<file path="config.mk">
export PLATFORM = sky130hd
export DESIGN_NAME = store_align_stage
export DESIGN_NICKNAME = d
export VERILOG_FILES = /design/src/rtl/store_align_pkg.sv /design/src/rtl/store_align_stage_shift.sv /design/src/rtl/store_align_stage.sv
export SDC_FILE = /design/constraint.sdc
export NUM_CORES = 1
export LEC_CHECK = 0
export ABC_AREA = 0
export CORE_ASPECT_RATIO = 1.25
export CORE_MARGIN = 5
export CORE_UTILIZATION = 50
export CTS_CLUSTER_SIZE = 10
export DETAILED_ROUTE_END_ITERATION = 10
export PLACE_DENSITY = 0.81
export SLEW_MARGIN = 25
export SYNTH_ARGS = -nofsm -noshare
export SYNTH_HDL_FRONTEND = slang
export SYNTH_SLANG_ARGS = --single-unit
</file>
<file path="constraint.sdc">
create_clock -name i_clk -period 4.3 [get_ports i_clk]
set_input_delay 0.86 -clock i_clk [delete_from_list [all_inputs] [get_ports i_clk]]
set_output_delay 0.86 -clock i_clk [all_outputs]
set_load 0.02 [all_outputs]
</file>
<file path="src/rtl/store_align_pkg.sv">
// Shared types and constants for the store alignment stage: access sizes,
// per-size data and byte-lane masks, and the queued memory-write record.
package store_align_pkg;

    typedef enum logic [1:0] {
        SZ_BYTE = 2'b00,
        SZ_HALF = 2'b01,
        SZ_WORD = 2'b10,
        SZ_ILL  = 2'b11
    } size_e;

    localparam logic [31:0] MASK_BYTE = 32'h0000_00FF;
    localparam logic [31:0] MASK_HALF = 32'h0000_FFFF;
    localparam logic [31:0] MASK_WORD = 32'hFFFF_FFFF;

    localparam logic [3:0] BMASK_BYTE = 4'b0001;
    localparam logic [3:0] BMASK_HALF = 4'b0011;
    localparam logic [3:0] BMASK_WORD = 4'b1111;

    typedef struct packed {
        logic [31:0] addr;
        logic [31:0] wdata;
        logic [3:0]  bmask;
    } mem_wr_t;

endpackage

</file>
<file path="src/rtl/store_align_stage_shift.sv">
// 32-bit logarithmic left barrel shifter (shiftLeft), shared by the data and
// byte-mask lane alignment paths.
module shiftLeft (
    input  logic [31:0] i_agr,
    input  logic [4:0]  i_shift,
    output logic [31:0] o_data
);

    logic [31:0] stage_val;

    // Five power-of-two stages; each stage conditionally shifts by 2**s.
    always_comb begin
        stage_val = i_agr;
        for (int s = 0; s < 5; s++) begin
            if (i_shift[s]) begin
                stage_val = stage_val << (1 << s);
            end
        end
        o_data = stage_val;
    end

endmodule

</file>
<file path="src/rtl/store_align_stage.sv">
// Store-path stage: masks and lane-aligns store data and byte enables, drops
// misaligned requests (counting them), and queues legal writes in a small FIFO.
module store_align_stage
    import store_align_pkg::*;
#(
    parameter int DEPTH = 2,
    parameter int CNT_W = 8
) (
    input  logic             i_clk,
    input  logic             i_reset,
    input  logic             i_req_valid,
    output logic             o_req_ready,
    input  logic [31:0]      i_req_addr,
    input  logic [31:0]      i_req_data,
    input  logic [1:0]       i_req_size,
    output logic             o_mem_valid,
    input  logic             i_mem_ready,
    output logic [31:0]      o_mem_addr,
    output logic [31:0]      o_mem_wdata,
    output logic [3:0]       o_mem_bmask,
    output logic             o_misalign,
    output logic [CNT_W-1:0] o_misalign_cnt
);

    localparam int PTR_W = (DEPTH > 1) ? $clog2(DEPTH) : 1;
    localparam logic [PTR_W:0] FULL_CNT = (PTR_W + 1)'(DEPTH);

    size_e       size;
    logic [1:0]  off;
    logic [31:0] size_mask;
    logic [3:0]  base_bmask;
    logic        misaligned;
    logic [31:0] wdata_aligned;
    logic [31:0] bmask_wide;
    mem_wr_t     push_entry;
    mem_wr_t     head;

    logic [PTR_W-1:0] wr_ptr_reg, rd_ptr_reg;
    logic [PTR_W:0]   count_reg, count_next;
    logic             misalign_reg;
    logic [CNT_W-1:0] misalign_cnt_reg;
    logic             full, empty, accept, push, pop;

    mem_wr_t fifo_mem [DEPTH];

    assign size = size_e'(i_req_size);
    assign off  = i_req_addr[1:0];

    always_comb begin
        size_mask  = '0;
        base_bmask = '0;
        misaligned = 1'b0;
        case (size)
            SZ_BYTE: begin
                size_mask  = MASK_BYTE;
                base_bmask = BMASK_BYTE;
            end
            SZ_HALF: begin
                size_mask  = MASK_HALF;
                base_bmask = BMASK_HALF;
                misaligned = off[0];
            end
            SZ_WORD: begin
                size_mask  = MASK_WORD;
                base_bmask = BMASK_WORD;
                misaligned = (off != 2'b00);
            end
            default: misaligned = 1'b1;
        endcase
    end

    shiftLeft u_data_shift (
        .i_agr   (i_req_data & size_mask),
        .i_shift ({off, 3'b000}),
        .o_data  (wdata_aligned)
    );

    shiftLeft u_mask_shift (
        .i_agr   ({28'd0, base_bmask}),
        .i_shift ({3'b000, off}),
        .o_data  (bmask_wide)
    );

    logic unused_bmask_hi;
    assign unused_bmask_hi = ^bmask_wide[31:4];

    assign push_entry.addr  = {i_req_addr[31:2], 2'b00};
    assign push_entry.wdata = wdata_aligned;
    assign push_entry.bmask = bmask_wide[3:0];

    assign full        = (count_reg == FULL_CNT);
    assign empty       = (count_reg == '0);
    assign o_req_ready = !full;
    assign accept      = i_req_valid && o_req_ready;
    assign push        = accept && !misaligned;
    assign pop         = o_mem_valid && i_mem_ready;

    always_comb begin
        count_next = count_reg;
        case ({push, pop})
            2'b10:   count_next = count_reg + 1'b1;
            2'b01:   count_next = count_reg - 1'b1;
            default: count_next = count_reg;
        endcase
    end

    // Storage carries no reset; the head is gated to zero while empty instead.
    always_ff @(posedge i_clk) begin
        if (push) begin
            fifo_mem[wr_ptr_reg] <= push_entry;
        end
    end

    always_ff @(posedge i_clk or posedge i_reset) begin
        if (i_reset) begin
            wr_ptr_reg       <= '0;
            rd_ptr_reg       <= '0;
            count_reg        <= '0;
            misalign_reg     <= 1'b0;
            misalign_cnt_reg <= '0;
        end else begin
            count_reg    <= count_next;
            misalign_reg <= accept && misaligned;
            if (push) begin
                wr_ptr_reg <= wr_ptr_reg + 1'b1;
            end
            if (pop) begin
                rd_ptr_reg <= rd_ptr_reg + 1'b1;
            end
            if (accept && misaligned && (misalign_cnt_reg != '1)) begin
                misalign_cnt_reg <= misalign_cnt_reg + 1'b1;
            end
        end
    end

    assign head           = fifo_mem[rd_ptr_reg];
    assign o_mem_valid    = !empty;
    assign o_mem_addr     = o_mem_valid ? head.addr  : '0;
    assign o_mem_wdata    = o_mem_valid ? head.wdata : '0;
    assign o_mem_bmask    = o_mem_valid ? head.bmask : '0;
    assign o_misalign     = misalign_reg;
    assign o_misalign_cnt = misalign_cnt_reg;

endmodule

</file>
; Word level (Yosys, flattened, before mapping)
; Memory sizes are Yosys's and may differ from the RTL's.
; Index checks and enable logic that the tools add are counted.
[totals]
output_inout_bits = 79
reg_bits = 13
mem_count = 1
in_bits = 70
ram_bits = 132
elab_cells = 43
[memory_table]
columns = memory, words, word_bits, rd, rd_ports_with_merged_regs, write_ports, line
row1 = fifo_mem, 2, 66, 1, 0, 1, store_align_stage.sv:44  ; mem_wr_t fifo_mem [DEPTH];
[classes]
addsub = 5
n_bitwise = 1
n_reduce_logical = 12
n_mux = 13
eq_ne = 6
[op_table]
columns = operator, count
row1 = 32-bit 2-to-1 mux, 4
row2 = 32-bit one-hot mux with 3 select lines, 1
row3 = 32-bit AND, 1
row4 = 4-bit 2-to-1 mux, 3
row5 = 4-bit one-hot mux with 3 select lines, 1
row6 = 8-bit by 1-bit adder with 8-bit output (second input constant), 1
row7 = 8-bit inequality test (second input constant), 1
row8 = 2-bit equality test (second input constant), 3
row9 = 1-bit logical AND, 5
row10 = 2-bit by 1-bit equality test with 1-bit output (second input constant), 2
row11 = 2-bit zero test, 2
row12 = 2-bit one-hot mux with 2 select lines, 1
row13 = 2-bit nonzero test, 2
row14 = 1-bit zero test, 3
row15 = 1-bit one-hot mux with 3 select lines, 1
row16 = 1-bit adder (second input constant), 2
row17 = 2-bit by 1-bit adder with 2-bit output (second input constant), 1
row18 = 1-bit 2-to-1 mux, 2
row19 = 2-bit by 1-bit subtractor with 2-bit output (second input constant), 1

; Longest topological paths before layout
[logic_depth]
depth_word = 6
ltp_mapped = 8
depth_no_buf = 8

; Cells and area by module
; Synthesis repeated with hierarchy kept, for this count alone.
[hier_totals]
cells_unflattened = 750
hier_area_um2 = 9509.1
[by_module_without_submodules]
columns = mod, seq_area_each_um2, n_inst, area_per_inst_um2, cells_each
row1 = store_align_stage, 4289.1, 1, 5960.7, 384
row2 = shiftLeft, 0.0, 2, 1774.2, 183

; Worst setup path before layout
; OpenSTA, ideal clock, no wires.
[synth_path]
path_type = input-to-reg
from = in i_req_size[0]
to = mem fifo_mem[0][0] (netlist name) (enable)
t_arrival_ps = 4356
t_required_ps = 3809
setup_ps = 491
slack_ps = -547
n_path_buf = 1
stages = 5
cell_sequence = ha_1 buf_6 nor3_1 o211ai_1 nor2_1
[synth_between]
elab_chain_len = 6
elab_cells_between_ends = 8
cone_classes = eq/ne: 2 / mux: 3 / reduce/logical: 3
[synth_rtl]
columns = element, line
row1 = start: declaration, store_align_stage.sv:15  ; input logic [1:0] i_req_size,
row2 = "2-bit equality test, or another cell as far along", store_align_stage.sv:53  ; case (size)
row3 = 1-bit one-hot mux with 3 select lines *, store_align_stage.sv:53
row4 = 1-bit zero test *, store_align_stage.sv:95  ; assign push = accept && !misaligned;
row5 = 1-bit logical AND *, store_align_stage.sv:95
row6 = 1-bit 2-to-1 mux *, store_align_stage.sv:109  ; if (push) begin
row7 = 1-bit 2-to-1 mux (implied by the code) *, store_align_stage.sv:110  ; fifo_mem[wr_ptr_reg] <= push_entry;
row8 = end: declaration, store_align_stage.sv:44
; Mark *: on every way between the ends. The rest lies on a longest branch, timed or not.

; Final worst setup path
[layout_path]
from = reg rd_ptr_reg
to = out o_mem_wdata[23]
[layout_between]
elab_chain_len = 2
[layout_rtl]
columns = element, line
row1 = start: declaration, store_align_stage.sv:38  ; logic [PTR_W-1:0] wr_ptr_reg, rd_ptr_reg;
row2 = start signal: assignment, store_align_stage.sv:128  ; rd_ptr_reg <= rd_ptr_reg + 1'b1;
row3 = memory 2 x 66 bit, -
row4 = 32-bit 2-to-1 mux, store_align_stage.sv:139  ; assign o_mem_wdata = o_mem_valid ? head.wdata : '0;
row5 = end: declaration, store_align_stage.sv:19  ; output logic [31:0] o_mem_wdata,
; No other way between the ends.

==> impl_metrics.json <==
{
  "largest_reg_flops": 132,
  "period_needed_ns": 3.37,
  "grt_max_degree": 68,
  "yosysSeqAreaShare_pct": 67.4,
  "reg2reg_depth": 7,
  "crit_fanout": 22,
  "synth_area_um2": 6370,
  "dp_hpwl_um": 9960,
  "synth_edf_count": 132,
  "grt_setup_unrepaired": "no",
  "h-tree-depth": 4,
  "maxCapViolCount": 0,
  "setup_ws_ns": 0.932,
  "first_pass_iters": 5,
  "cp-startpoint": "rd_ptr_reg$_DFFE_PP0P_",
  "crit_required_ns": 3.44,
  "multiInputGateArea_um2": 1910,
  "diodes": 0,
  "hold_path.class": "reg -> reg",
  "place.port_buffers": 146,
  "ant_nets": 0,
  "core_area_um2": 12600,
  "gp_congestion": 0.878,
  "netlist_top_cells_area": "edfxtp_1, mux2i_1, dfrtp_1",
  "fill_cells": 865,
  "fin_nets": 671,
  "synth_cells": 451,
  "slew_headroom_pct": 56.0,
  "yosysWarnings": 0,
  "grt_pass1_vias": 4302,
  "r2r-end": "count_reg[1]$_DFFE_PP0P_",
  "regArea_um2": 4290,
  "synthArstFlopShare_pct": 8.97,
  "finClkSkew_ns": 0.00532,
  "clk-insertion-delay-late_ns": 0.41,
  "yosys.area.top_type_share_pct": 62.3,
  "post_cts_buffers": 0,
  "yosys-top-cells-count": "edfxtp_1, nor2_1, mux2i_1",
  "ios": 149,
  "yosysTopAreaCell": "edfxtp_1",
  "place_ws_ns": 1.12,
  "drc": 0,
  "yosysMostFrequentCell": "edfxtp_1",
  "max_freq_mhz": 297,
  "leakagePower_uw": 0.00328,
  "track_usage_pct": 18.9,
  "rows": 46,
  "drt_iter0_markers": 351,
  "postCtsHoldBufs": 0,
  "timing.final.crit_share_pct": 78.3,
  "drive_above_1_share_pct": 7.89,
  "criticalPathCategory": "reg -> out",
  "ys_types": 42,
  "clock_sinks": 145,
  "tightestPinTransition_ns": 0.661,
  "regToRegSetupSlack_ns": 2.17,
  "syn2layout_area_growth_pct": 35.6,
  "drt-vias-per-instance": 5.29,
  "cp_cell_sequence": "buf_4 -> mux2i_1 -> nor2_1 -> clkdlybuf4s50_1",
  "p_per_area_nw_per_um2": 683,
  "finalMaxSlewViolations": 0,
  "wl_per_cell_um": 18.1,
  "worstPathArrival_ns": 2.51,
  "vias": 4108,
  "hold_violations": 0,
  "cp-end-kind": "output pin",
  "cts_resized": 0,
  "cts_buffers": 17,
  "synth.avg_cell_area_um2": 14.1,
  "cts_root_buf": "clkbuf_16",
  "slowest_stage": "dfrtp_4",
  "critPathCapture": "o_mem_wdata[23]",
  "synth-main-ff-cell": "edfxtp_1",
  "die_x_um": 111,
  "initial_core_util_pct": 50.5,
  "synth_seq_cells": 145,
  "clk_transition_reported_paths_ns": 0.06,
  "cts_tree": "done",
  "antenna_found_initial": 0,
  "start_kind": "flip-flop",
  "clockBufferDepth": 2,
  "cp_slowest_stage_delay_ns": 0.65,
  "wl_um": 14100,
  "status": "complete, no violations",
  "whs_ns": 0.515,
  "post-route-util_pct": 68.5,
  "peakVddDrop_v": 0.000335,
  "die_area_um2": 15100,
  "grt_pass1_wl_um": 22100,
  "setup_violations": 0,
  "overflow": 0,
  "die_height_um": 136,
  "power_uw": 5900,
  "reg2reg_from": "count_reg[0]$_DFFE_PP0P_"
}
==> cells in the final DEF, fill, tap and decap left out, types with 4 or more instances in the layout <==
cell type and n:
nor2_1 73, bufinv_16 5, a32o_1 6, mux2i_1 75
o21ai_0 4, edfxtp_1 132, nand2_1 7, ha_1 6
and3_1 9, clkdlybuf4s50_1 146, a21oi_1 14, inv_1 12
buf_4 4, clkbuf_16 17, a31oi_1 7, dfrtp_1 12
o2bb2ai_1 6, xor2_1 6, and2_1 17
==> layer usage <==
layer / GRT usage [%] / vias up / part of all wire [%]
met4: 8.28 / 0 / 3.2
met3: 5.08 / 33 / 6.5
li1: - / 1943 / -
met5: 0 / - / 0
met1: 22.9 / 1949 / 40
met2: 31.9 / 183 / 50
==> area by class of cell <==
class / instances / share of cell area (%)
clock buffer: 18 / 4.97
clock inverter: 14 / 2.45
inverter: 12 / 0.522
multi-input combinational: 267 / 22.1
sequential: 145 / 49.7
tap: 168 / 2.44
timing repair buffer: 152 / 17.7
==> where the power goes <==
group          internal (uW)  switching, uW  total [uW]
combinational           1060           1290        2350
sequential              1820            148        1970
clock                   1030            549        1580
==> worst min-delay path by stage <==
stage	start	end	slack [ns]	depth (start not counted)
floorplan	count_reg[1]$_DFFE_PP0P_	count_reg[1]$_DFFE_PP0P_	0.46	1
global placement	o_misalign_cnt[0]$_DFFE_PP0P_	o_misalign_cnt[0]$_DFFE_PP0P_	0.51	1
detailed placement	o_misalign_cnt[0]$_DFFE_PP0P_	o_misalign_cnt[0]$_DFFE_PP0P_	0.51	1
CTS	o_misalign_cnt[0]$_DFFE_PP0P_	o_misalign_cnt[0]$_DFFE_PP0P_	0.52	1
global route	o_misalign_cnt[0]$_DFFE_PP0P_	o_misalign_cnt[0]$_DFFE_PP0P_	0.57	1
finish	o_misalign_cnt[0]$_DFFE_PP0P_	o_misalign_cnt[0]$_DFFE_PP0P_	0.52	1
==> through the flow <==
stage | area, um2 | TNS, ns | cells
floorplan | 6370 | -72.15 | 452
global placement | 7990 | 0 | 744
detailed placement | 7990 | 0 | 744
CTS | 8630 | 0 | 776
global route | 8630 | 0 | 776
finish | 8630 | 0 | 776
==> cells by family (layout without fill, tap and decap cells) <==
group	count (synthesis)	after routing	share of synthesized area (%)
xor+xnor	9	9	1.24
mux	78	78	12.5
simple gates	127	127	9.65
flops	145	145	67.4
fa+ha+maj	6	6	1.18
compound gates	45	45	4.91
buf+inv	40	196	3.10
other cells	1	2	0.0589
==> critical path, delay by kind of cell (launching register included) <==
| kind | cells | cell delay (ns) |
|---|---|---|
| buf+inv | 2 | 1.01 |
| flops | 1 | 0.65 |
| mux | 1 | 0.32 |
| simple gates | 1 | 0.09 |
(Power assumes the default switching activity.)
